File: src/rtl/pause_dim_pkg.sv
// Shared types and constants for the pause/dim block: FSM states,
// the 2-bit shade level and the three defined shade levels.
package pause_dim_pkg;

  typedef enum logic [1:0] {
    RUN,
    PAUSED,
    FADING,
    DIMMED
  } state_t;

  typedef logic [1:0] level_t;

  localparam level_t LVL_FULL = 2'd0;
  localparam level_t LVL_3Q   = 2'd1;
  localparam level_t LVL_HALF = 2'd2;

  localparam int FRAME_CNT_W = 16;
  localparam int FADE_CNT_W  = 8;

endpackage

File: src/rtl/pause_dim_shade.sv
// Combinational shade of one 4-bit colour channel. Level 0 passes the
// channel through, level 1 gives roughly three quarters, level 2 half.
module pause_dim_shade
  import pause_dim_pkg::*;
(
  input  logic [3:0] chan_in,
  input  level_t     level,
  output logic [3:0] chan_out
);

  // Pick the scaled channel value for the current level; never overflows
  // because both scaled forms are at most the input value.
  always_comb begin
    chan_out = chan_in;
    case (level)
      LVL_3Q:   chan_out = chan_in - (chan_in >> 2);
      LVL_HALF: chan_out = chan_in >> 1;
      default:  chan_out = chan_in;
    endcase
  end

endmodule

File: src/rtl/pause_dim.sv
// Pause control and screen dimming for a video core. The user pause
// button toggles pause, an external request forces it, and after a
// number of paused frames the picture is darkened.
// Build option: define PAUSE_DIM_FADE_EN for a stepwise fade through a
// three-quarter level; without it the picture drops straight to half.
module pause_dim
  import pause_dim_pkg::*;
#(
  parameter int DIM_FRAMES  = 600,
  parameter int FADE_FRAMES = 8
) (
  input  logic        clk,
  input  logic        reset_n,
  input  logic        pause_btn,
  input  logic        pause_req,
  input  logic        vblank,
  input  logic [11:0] rgb_in,
  output logic [11:0] rgb_out,
  output logic        pause,
  output logic        dimmed
);

  if (DIM_FRAMES < 1 || DIM_FRAMES > 65535) begin : g_bad_dim_frames
    $error("pause_dim: DIM_FRAMES must be in 1..65535");
  end

  if (FADE_FRAMES < 1 || FADE_FRAMES > 255) begin : g_bad_fade_frames
    $error("pause_dim: FADE_FRAMES must be in 1..255");
  end

  localparam logic [FRAME_CNT_W-1:0] DIM_COUNT = FRAME_CNT_W'(DIM_FRAMES);

  logic edge_valid;
  logic btn_prev;
  logic vblank_prev;
  logic user_pause;
  logic user_pause_next;
  logic btn_rise;
  logic vblank_rise;
  logic vblank_count;

  state_t state;
  state_t state_next;
  level_t level;
  level_t level_next;
  logic [FRAME_CNT_W-1:0] frame_cnt;
  logic [FRAME_CNT_W-1:0] frame_cnt_next;

`ifdef PAUSE_DIM_FADE_EN
  localparam logic [FADE_CNT_W-1:0] FADE_COUNT = FADE_CNT_W'(FADE_FRAMES);
  logic [FADE_CNT_W-1:0] fade_cnt;
  logic [FADE_CNT_W-1:0] fade_cnt_next;
`endif

  logic [11:0] rgb_shaded;

  // edge_valid stays low for the first cycle after reset so a button
  // already held at release is taken as the old level, not a new press.
  assign btn_rise        = edge_valid & pause_btn & ~btn_prev;
  assign vblank_rise     = edge_valid & vblank & ~vblank_prev;
  assign vblank_count    = vblank_rise & ~btn_rise;
  assign user_pause_next = user_pause ^ btn_rise;

  // Edge-detect history, user pause toggle and the registered pause output.
  always_ff @(posedge clk or negedge reset_n) begin
    if (!reset_n) begin
      edge_valid  <= 1'b0;
      btn_prev    <= 1'b0;
      vblank_prev <= 1'b0;
      user_pause  <= 1'b0;
      pause       <= 1'b0;
    end else begin
      edge_valid  <= 1'b1;
      btn_prev    <= pause_btn;
      vblank_prev <= vblank;
      user_pause  <= user_pause_next;
      pause       <= user_pause_next | pause_req;
    end
  end

  // FSM state, shade level and frame counters.
  always_ff @(posedge clk or negedge reset_n) begin
    if (!reset_n) begin
      state     <= RUN;
      level     <= LVL_FULL;
      frame_cnt <= '0;
`ifdef PAUSE_DIM_FADE_EN
      fade_cnt  <= '0;
`endif
    end else begin
      state     <= state_next;
      level     <= level_next;
      frame_cnt <= frame_cnt_next;
`ifdef PAUSE_DIM_FADE_EN
      fade_cnt  <= fade_cnt_next;
`endif
    end
  end

  // Next-state logic; levels only ever rise on a counted vblank edge, and
  // dropping pause returns to RUN at full brightness from any state.
  always_comb begin
    state_next     = state;
    level_next     = level;
    frame_cnt_next = frame_cnt;
`ifdef PAUSE_DIM_FADE_EN
    fade_cnt_next  = fade_cnt;
`endif
    if (!pause) begin
      state_next     = RUN;
      level_next     = LVL_FULL;
      frame_cnt_next = '0;
`ifdef PAUSE_DIM_FADE_EN
      fade_cnt_next  = '0;
`endif
    end else begin
      case (state)
        RUN: begin
          state_next     = PAUSED;
          level_next     = LVL_FULL;
          frame_cnt_next = '0;
`ifdef PAUSE_DIM_FADE_EN
          fade_cnt_next  = '0;
`endif
        end
        PAUSED: begin
          if (vblank_count) begin
            frame_cnt_next = frame_cnt + 1'b1;
            if (frame_cnt_next == DIM_COUNT) begin
`ifdef PAUSE_DIM_FADE_EN
              state_next    = FADING;
              level_next    = LVL_3Q;
              fade_cnt_next = '0;
`else
              state_next    = DIMMED;
              level_next    = LVL_HALF;
`endif
            end
          end
        end
`ifdef PAUSE_DIM_FADE_EN
        FADING: begin
          if (vblank_count) begin
            fade_cnt_next = fade_cnt + 1'b1;
            if (fade_cnt_next == FADE_COUNT) begin
              fade_cnt_next = '0;
              level_next    = level + 1'b1;
              if (level_next == LVL_HALF) begin
                state_next = DIMMED;
              end
            end
          end
        end
`endif
        DIMMED: begin
          level_next = LVL_HALF;
        end
        default: begin
          state_next = RUN;
          level_next = LVL_FULL;
        end
      endcase
    end
  end

  pause_dim_shade u_shade_r (
    .chan_in  (rgb_in[11:8]),
    .level    (level),
    .chan_out (rgb_shaded[11:8])
  );

  pause_dim_shade u_shade_g (
    .chan_in  (rgb_in[7:4]),
    .level    (level),
    .chan_out (rgb_shaded[7:4])
  );

  pause_dim_shade u_shade_b (
    .chan_in  (rgb_in[3:0]),
    .level    (level),
    .chan_out (rgb_shaded[3:0])
  );

  // Registered pixel output and dim flag, updated every cycle.
  always_ff @(posedge clk or negedge reset_n) begin
    if (!reset_n) begin
      rgb_out <= 12'h000;
      dimmed  <= 1'b0;
    end else begin
      rgb_out <= rgb_shaded;
      dimmed  <= (level != LVL_FULL);
    end
  end

endmodule

File: config.mk
export PLATFORM = sky130hd
export DESIGN_NAME = pause_dim
export DESIGN_NICKNAME = d
export VERILOG_FILES = /design/src/rtl/pause_dim_pkg.sv /design/src/rtl/pause_dim_shade.sv /design/src/rtl/pause_dim.sv
export SDC_FILE = /design/constraint.sdc
export NUM_CORES = 1
export LEC_CHECK = 0
export BUFFER_PORTS_ARGS = -buffer_cell sky130_fd_sc_hd__buf_2
export CORE_ASPECT_RATIO = 0.7
export CORE_MARGIN = 2
export CORE_UTILIZATION = 45
export DETAILED_ROUTE_END_ITERATION = 10
export PLACE_DENSITY = 0.75
export SLEW_MARGIN = 0
export SYNTH_ARGS = -nofsm -noshare
export SYNTH_HDL_FRONTEND = slang
export SYNTH_SLANG_ARGS = --single-unit
File: constraint.sdc
create_clock -name clk -period 4.4 [get_ports clk]
set_input_delay 0.44 -clock clk [delete_from_list [all_inputs] [get_ports clk]]
set_output_delay 0.44 -clock clk [all_outputs]
set_load 0.005 [all_outputs]
* Yosys cells after proc, flatten, opt, wreduce, memory -nomap -nowiden
Cells that the tools add are included.
** Operators by class
- Mux-type cells :: 14
- Reductions and logical operators :: 5
- Equality and inequality tests :: 9
- Bitwise logic cells :: 10
- Add/sub/neg operators :: 4
** Operator list (number)
- 16-bit 2-to-1 mux :: 2
- 16-bit one-hot mux with 2 select lines :: 1
- 4-bit one-hot mux with 2 select lines :: 3
- 16-bit by 1-bit adder with 16-bit output, second input constant :: 1
- 16-bit by 10-bit equality test with 1-bit output, second input constant :: 1
- 2-bit 2-to-1 mux :: 6
- 4-bit by 2-bit subtractor with 4-bit output :: 3
- 3-bit inequality test, second input constant :: 2
- 2-bit one-hot mux with 3 select lines :: 1
- 1-bit AND :: 5
- 2-bit by 1-bit equality test with 1-bit output, second input constant :: 2
- 2-bit equality test, second input constant :: 2
- 2-bit one-hot mux with 2 select lines :: 1
- 2-bit AND reduction :: 2
- 3-bit by 1-bit inequality test with 1-bit output, second input constant :: 1
- 1-bit inverter :: 3
- 3-bit AND reduction :: 1
- 2-bit zero test :: 1
- 2-bit inequality test, second input constant :: 1
- 2-bit nonzero test :: 1
- 1-bit OR :: 1
- 1-bit bitwise XOR :: 1
** Storage, ports and cells
- Register bits :: 38
- Output and inout bits :: 14

* Depth between registers and ports, before layout
Gate-level depths: netlist of the first run.
- Depth after elaboration :: 7
- Mapped depth :: 7

* By module
A second synthesis of the first run with hierarchy kept.
** Second synthesis, totals
- Cell total of the unflattened synthesis :: 260
- Area, all modules :: 2322.2 µm²
** Modules (own cells, without submodules)
- pause_dim :: area each 1725.4 µm², instances 1, cells each 173
- pause_dim_shade :: area each 198.9 µm², instances 3, cells each 29

* Worst setup path after synthesis of the first run
No wires, ideal clock.
- Path kind :: register to register
- Start :: reg frame_cnt[0]
- End :: reg state[1]
- Library setup time :: 78 ps
- Setup slack :: 2748 ps
- Cell stages (with the launch flop) :: 7
- Data arrival time :: 1574 ps
- Data required time :: 4322 ps
- Cells stage by stage :: dfrtp_1 > ha_1 > nand4_2 > nor3_2 > and4b_1 > o2111ai_1 > o2bb2ai_1
** On the way
- Longest elaborated chain between the ends :: 4
** RTL lines
- from (decl) :: line pause_dim.sv:46 : logic [FRAME_CNT_W-1:0] frame_cnt;
- from (signal assigned) :: line pause_dim.sv:93 : frame_cnt <= frame_cnt_next;
- 16-bit by 1-bit adder with 16-bit output :: line pause_dim.sv:128 : frame_cnt_next = frame_cnt + 1'b1;
- 16-bit by 10-bit equality test with 1-bit output :: line pause_dim.sv:129 : if (frame_cnt_next == DIM_COUNT) begin
- 3-bit inequality test (no source line)
- 3-bit AND reduction (no source line)
- to (signal assigned) :: line pause_dim.sv:91 : state <= state_next;
- to (decl) :: line pause_dim.sv:42 : state_t state;
Every way passes these cells.
A chain may end at the register's enable or synchronous reset.

* Worst setup path in the final report of the first run
Same ends and word-level chain as after synthesis.

==> results of run 1 <==
[flip-flops by register name (all words and copies together), names as in the netlist]
signal and cells:
user_pause 1, vblank_prev 1, edge_valid 1, btn_prev 1
frame_cnt 16, level 1, rgb_out 12, dimmed 1
state 2, pause 1
[per-layer routing]
metal | GRT usage | share of wire | vias to the layer above
met4 | 0.0533 | 0.0096 | 0
met5 | 0 | 0 | -
met1 | 0.260 | 0.50 | 707
li1 | - | - | 704
met2 | 0.260 | 0.43 | 42
met3 | 0.0421 | 0.061 | 7
[final cells by class]
class | instances | area [sq um]
fill | 356 | 1810
tap | 52 | 65.1
clock inverter | 1 | 30.0
timing repair buffer | 30 | 150
inverter | 2 | 7.51
multi-input combinational | 130 | 875
sequential | 37 | 926
clock buffer | 7 | 86.3
[cells by family (layout without fill, tap and decap cells)]
group,Yosys count,count (layout),synth area share
adder cells (fa/ha/maj),2,2,0.0135
buffers and inverters,11,40,0.0316
AO/OA/AOI/OAI,43,43,0.149
flip-flops,37,37,0.498
XOR/XNOR,5,5,0.0236
multiplexers,11,11,0.0660
other,1,1,0.00202
AND/OR/NAND/NOR,68,68,0.217
[per-stage QoR]
step                utilization  hold WS [ns]  cell area [sq um]  setup WS, ns
floorplan                     -         0.144               1860          2.75
global placement          0.513         0.462               2020          2.38
detailed placement        0.513         0.456               2020          2.37
CTS                       0.542         0.260               2140          2.39
global route              0.542         0.273               2140          2.21
finish                    0.542         0.234               2140          2.36
[layout by cell type (no fill, tap or decap), types with 5 or more instances in the layout]
cell type,count
dfrtp_1,37
buf_2,30
o21ai_0,21
nand2_1,13
mux2_2,10
nor2_1,10
nand3_1,8
clkbuf_8,6
nor2b_1,5
and3_1,5
and4_1,5
[path summary, 6_finish.rpt]
kind | from | slack [ns] | endpoint
worst max-delay path | frame_cnt[0] | 2.36 | state[1]
worst min-delay path | reset_n | 0.23 | rgb_out[8]
worst max register to register | frame_cnt[0] | 2.36 | state[1]
worst min register to register | user_pause | 0.47 | user_pause
max in group asynchronous | reset_n | 3.66 | frame_cnt[7]
min in group clk | vblank | 0.27 | vblank_prev
[worst reg2reg max path: stages, from the launching register on]
cell and delay (ns):
dfrtp_1 0.49, ha_1 0.36, nand4_2 0.20, nor3_2 0.31, and4b_1 0.23, o2111ai_1 0.20, o2bb2ai_1 0.18
[power by group through the flow]
| stage | clock network (mW) | registers [mW] | logic, mW |
|---|---|---|---|
| CTS | 0.302 | 0.372 | 0.0848 |
| floorplan | 0 | 0.377 | 0.0473 |
| global placement | 0 | 0.377 | 0.0834 |
| detailed placement | 0 | 0.378 | 0.0841 |
| global route | 0.319 | 0.374 | 0.0964 |
| finish | 0.300 | 0.372 | 0.0839 |
==> out/results.tsv, run 1 <==
stage	metric	value	unit
status	status	completed	
synth	Synth area leader	dfrtp_1	
setup_path	r2r worst-path depth	6	
cts	clock root buffer	clkbuf_8	
setup_path	worst-path fanout max	9	
setup_path	critical-path cell list	ha_1 > nand4_2 > nor3_2 > and4b_1 > o2111ai_1 > o2bb2ai_1	
synth	YS warnings	0	
detailed_routing	Avg WL per Cell	14.4	um
grt	initial antenna violation count	0	
power_and_ir_drop	Total Power	756	uW
setup_path	Crit. End Element	register	
timing	final hold vios	0	
setup_path	Req. time, crit path	4.61	ns
placement	placed insts	251	
timing	f_max	490	MHz
synth	Post-synth top cells	37 x dfrtp_1, 21 x o21ai_0, 13 x nand2_1, 10 x mux2_2, 10 x nor2_1	
timing	Final TNS setup	0	ns
power_and_ir_drop	logic gate share of total power	0.111	
floorplan	io pins	31	
setup_path	critical path depth	6	
setup_path	crit start category	register	
floorplan	Initial Utilization	0.471	
run	Max Cap Viol	0	
detailed_routing	ANT nets after route	0	
floorplan	die width	80.8	um
cts	clock buffer depth	2	
power_and_ir_drop	Cell Int Power	576	uW
detailed_routing	DR vias	1460	
layout	Finished Layout Cells	259	
power_and_ir_drop	Static Leak	0.944	nW
timing	Setup Viol. Count Final	0	
synth	Synth top area share	0.498	
synth	Mapped Nets	197	
timing	Final Max Slew Viols	0	
synth	Mapped Cells	178	
setup_path	CP delay by family, top	simple AND/OR/NAND/NOR gates	
cts	CTS buffer count	5	
floorplan	Die H	57.8	um
timing	RSZ-0062 raised after global routing	no	
detailed_routing	drt total wl	3730	um
cts	clock slew at reported path FFs	0.07	ns
power_and_ir_drop	Peak VDD IR	0.264	mV
timing	post-layout min period	2.04	ns
cts	clk sinks	37	
synth	Distinct cells, synth	47	
grt	largest net degree at the start of global routing	38	
power_and_ir_drop	switching pwr	181	uW
grt	Total GRT Usage	0.176	
synth	Synth area leaders	dfrtp_1 50%, mux2_2 6.1%, o21ai_0 5.7%	
synth	most frequent cell after synthesis	dfrtp_1	
hold_path	Hold Crit Class	input port to async pin	
power_and_ir_drop	Clock Power Share	0.397	
cts	CTS Hold Bufs	0	
grt	vias in the first global route	1363	
setup_path	crit path buf inv count	0	
grt	first-pass GRT wire length	6220	um
detailed_routing	Pre-antenna DRT Iters	4	
grt	gr ovfl total	0	
cts	H-tree levels	2	
setup_path	CP max-delay cell	dfrtp_1	
power_and_ir_drop	Reg power frac	0.492	
power_and_ir_drop	cell area power density	354	nW/um^2
cts	post-CTS setup buffer count	0	
floorplan	standard-cell rows	19	
detailed_routing	Iter 0 DRT Violations	86	
timing	fin crit share	0.464	
layout	fraction of layout cells with a size suffix above 1	0.271	
detailed_routing	DRC viols	0	
power_and_ir_drop	switching fraction of total power	0.239	
synth	top_reg_cell synth	dfrtp_1	
timing	Slew HR	0.470	
synth	EDFF count, synth	0	
placement	dpl hpwl	2610	um
placement	GP Congestion	0.861	
synth	sequential share of the synthesized area	0.498	
layout	final net count	225	
layout	ant diodes	0	
cts	post-cts sizing count	0	
floorplan	die area	4670	sq um
synth	Synth Cell Area	1860	sq um
synth	post-synthesis area per instance	10.4	sq um
placement	I/O Buffers	30	
detailed_routing	drt via density	5.64	
timing	Least-Margin Pin Slew	0.795	ns
floorplan	CORE AREA	3950	sq um
synth	Post-synth ARST share	1.00	
setup_path	CP Data Arrival Time	2.25	ns
cts	Clock Latency Late Sink	0.29	ns
setup_path	crit path kind	register to register	
cts	TritonCTS clock tree	yes	
layout	Area growth syn-to-layout	15.1	%
setup_path	Worst path max stage delay	0.49	ns
timing	Clock Skew	0.00341	ns
synth	#FFs+latches synth	37	
(Power assumes the default switching activity.)
==> run 2, diff against run 1 <==
==> constraint.sdc (replaced) <==
create_clock -name clk -period 2.1 [get_ports clk]
set_input_delay 0.21 -clock clk [delete_from_list [all_inputs] [get_ports clk]]
set_output_delay 0.21 -clock clk [all_outputs]
set_load 0.005 [all_outputs]
==> run 2 against run 1 <==
The run now ends with hold timing left. Combinational power rose by 110%. Wire length fell by 2.8%. Critical path depth did not move. Power rose by 89%. Setup slack got worse by 2.2 ns. Cell area fell by 0.58%. Clock power rose by 60%. Register-to-register slack got worse by 2.2 ns. Sequential share of layout area rose by 0.25 points. Core utilization fell by 0.32 points. Critical path type unchanged. Largest power group unchanged.
==> out/results.tsv, run 2 (synthesis results as in run 1) <==
stage	metric	value	unit
power_and_ir_drop	Peak VDD IR	0.577	mV
layout	Finished Layout Cells	261	
detailed_routing	ANT nets after route	0	
grt	Total GRT Usage	0.178	
cts	post-CTS setup buffer count	0	
layout	most frequent cells in the layout	37 x dfrtp_1, 30 x buf_2, 21 x o21ai_0	
run	Max Cap Viol	0	
timing	Final WS setup	0.175	ns
cts	Clock Latency Late Sink	0.29	ns
power_and_ir_drop	Reg power frac	0.542	
layout	Area growth syn-to-layout	14.4	%
setup_path	Worst path max stage delay	0.48	ns
setup_path	Crit. End Element	register	
floorplan	standard-cell rows	19	
grt	first-pass GRT wire length	6290	um
setup_path	critical-path cell list	ha_2 > nand4_2 > nor3_2 > mux2i_1 > o2111ai_1 > o2bb2ai_1	
timing	Slew HR	0.481	
layout	commonest non-fill, non-tap cell in the layout	dfrtp_1	
timing	Final Max Slew Viols	0	
power_and_ir_drop	switching fraction of total power	0.268	
timing	RSZ-0062 raised after global routing	no	
floorplan	io pins	31	
cts	clock buffer depth	2	
timing	fin crit share	0.917	
layout	fraction of layout cells with a size suffix above 1	0.287	
layout	Fill cells	338	
setup_path	crit path kind	register to register	
grt	gr ovfl total	0	
layout	design area	2130	sq um
grt	vias in the first global route	1344	
setup_path	CP max-delay cell	dfrtp_1	
detailed_routing	Pre-antenna DRT Iters	4	
timing	final hold vios	6	
layout	ant diodes	0	
layout	final net count	227	
placement	Setup WS pre-CTS	0.159	ns
grt	initial antenna violation count	0	
layout	top flop regs	frame_cnt (16), rgb_out (12), state (2)	
cts	TritonCTS clock tree	yes	
power_and_ir_drop	Cell Int Power	1.05	mW
cts	CTS buffer count	5	
grt	met3 Usage GRT	0.0545	
timing	Least-Margin Pin Slew	0.778	ns
cts	H-tree levels	2	
power_and_ir_drop	Total Power	1.43	mW
setup_path	crit start category	register	
setup_path	worst-path fanout max	9	
timing	Final TNS setup	0	ns
status	failing checks	hold timing	
timing	f_max	519	MHz
timing	post-layout min period	1.93	ns
status	status	finished, violations left	
setup_path	CP Data Arrival Time	2.13	ns
cts	clock slew at reported path FFs	0.07	ns
cts	clock root buffer	clkbuf_8	
floorplan	Die H	57.8	um
detailed_routing	Avg WL per Cell	13.9	um
grt	largest net degree at the start of global routing	38	
cts	clk sinks	37	
grt	Global Route met1 Usage	0.260	
placement	GP Congestion	0.888	
detailed_routing	DRC viols	0	
placement	dpl hpwl	2620	um
detailed_routing	drt total wl	3630	um
timing	Setup Viol. Count Final	0	
layout	final core utilization	0.539	
placement	Area after DPL	2040	sq um
hold_path	Hold Crit Class	input port to async pin	
placement	I/O Buffers	30	
floorplan	CORE AREA	3950	sq um
power_and_ir_drop	Clock Power Share	0.335	
detailed_routing	drt via density	5.33	
setup_path	Req. time, crit path	2.31	ns
floorplan	die width	80.8	um
detailed_routing	DR vias	1392	
layout	largest register by flop count	frame_cnt	
placement	placed insts	253	
detailed_routing	Iter 0 DRT Violations	125	
power_and_ir_drop	switching pwr	383	uW
layout	number of flip-flops in the largest register	16	
floorplan	Initial Utilization	0.471	
timing	Clock Skew	0.00632	ns
power_and_ir_drop	cell area power density	673	nW/um^2
power_and_ir_drop	logic gate share of total power	0.123	
grt	met2 Use GR	0.255	
timing	final hold slack	-0.00402	ns
floorplan	die area	4670	sq um
power_and_ir_drop	Static Leak	0.936	nW
grt	GR peak layer	met1	
## run 2: changes by cell type in the layout (fill, tap and decap cells not counted), sizes merged
cell / previous run / this run
bufinv: 1 / 0
clkinv: 0 / 2
buf: 30 / 32
clkbuf: 7 / 5
clkinvlp: 0 / 1
## run 2: cell type report
type / count / area (sq um) / area share
clock buffers: 5 / 68.8 / 0.0324
repair buffers: 32 / 165 / 0.0776
inverters: 2 / 7.51 / 0.00353
clock inverters: 3 / 17.5 / 0.00824
multi-input cells: 130 / 877 / 0.412
well taps: 52 / 65.1 / 0.0306
flip-flops and latches: 37 / 926 / 0.435
## run 2: power groups by stage
stage | Clock, mW | Sequential [mW] | Combinational [mW]
after global routing | 0.522 | 0.781 | 0.206
final | 0.479 | 0.776 | 0.177
after floorplan | 0 | 0.789 | 0.0991
after global placement | 0 | 0.788 | 0.176
after CTS | 0.488 | 0.776 | 0.181
after detailed placement | 0 | 0.789 | 0.180
## run 2: worst max-delay path: cells and delay by family (launching register included)
kind | cells | cell delay, ns
simple gates | 2 | 0.46
compound gates | 2 | 0.36
flops | 1 | 0.48
fa+ha+maj | 1 | 0.30
mux | 1 | 0.25
## run 2: what timing repair did
action | CTS | global route
gates resized for setup | 0 | 1
hold buffers | 0 | 0
setup endpoints to repair | 0 | 2
## run 2: path summary, 6_finish.rpt
check | endpoint | depth (start not counted) | slack (ns) | startpoint
worst max-delay path | state[1] | 6 | 0.17 | frame_cnt[0]
worst min-delay path | edge_valid | 1 | -0.004 | reset_n
worst max register to register | state[1] | 6 | 0.17 | frame_cnt[0]
worst min register to register | user_pause | 1 | 0.48 | user_pause
max in group asynchronous | frame_cnt[5] | 1 | 1.61 | reset_n
min in group clk | vblank_prev | 1 | 0.04 | vblank
## run 2: routing by layer
metal | vias up | part of all wire
met3 | 6 | 0.056
met4 | 0 | 0.014
met5 | - | 0
li1 | 703 | -
met2 | 31 | 0.42
met1 | 652 | 0.51
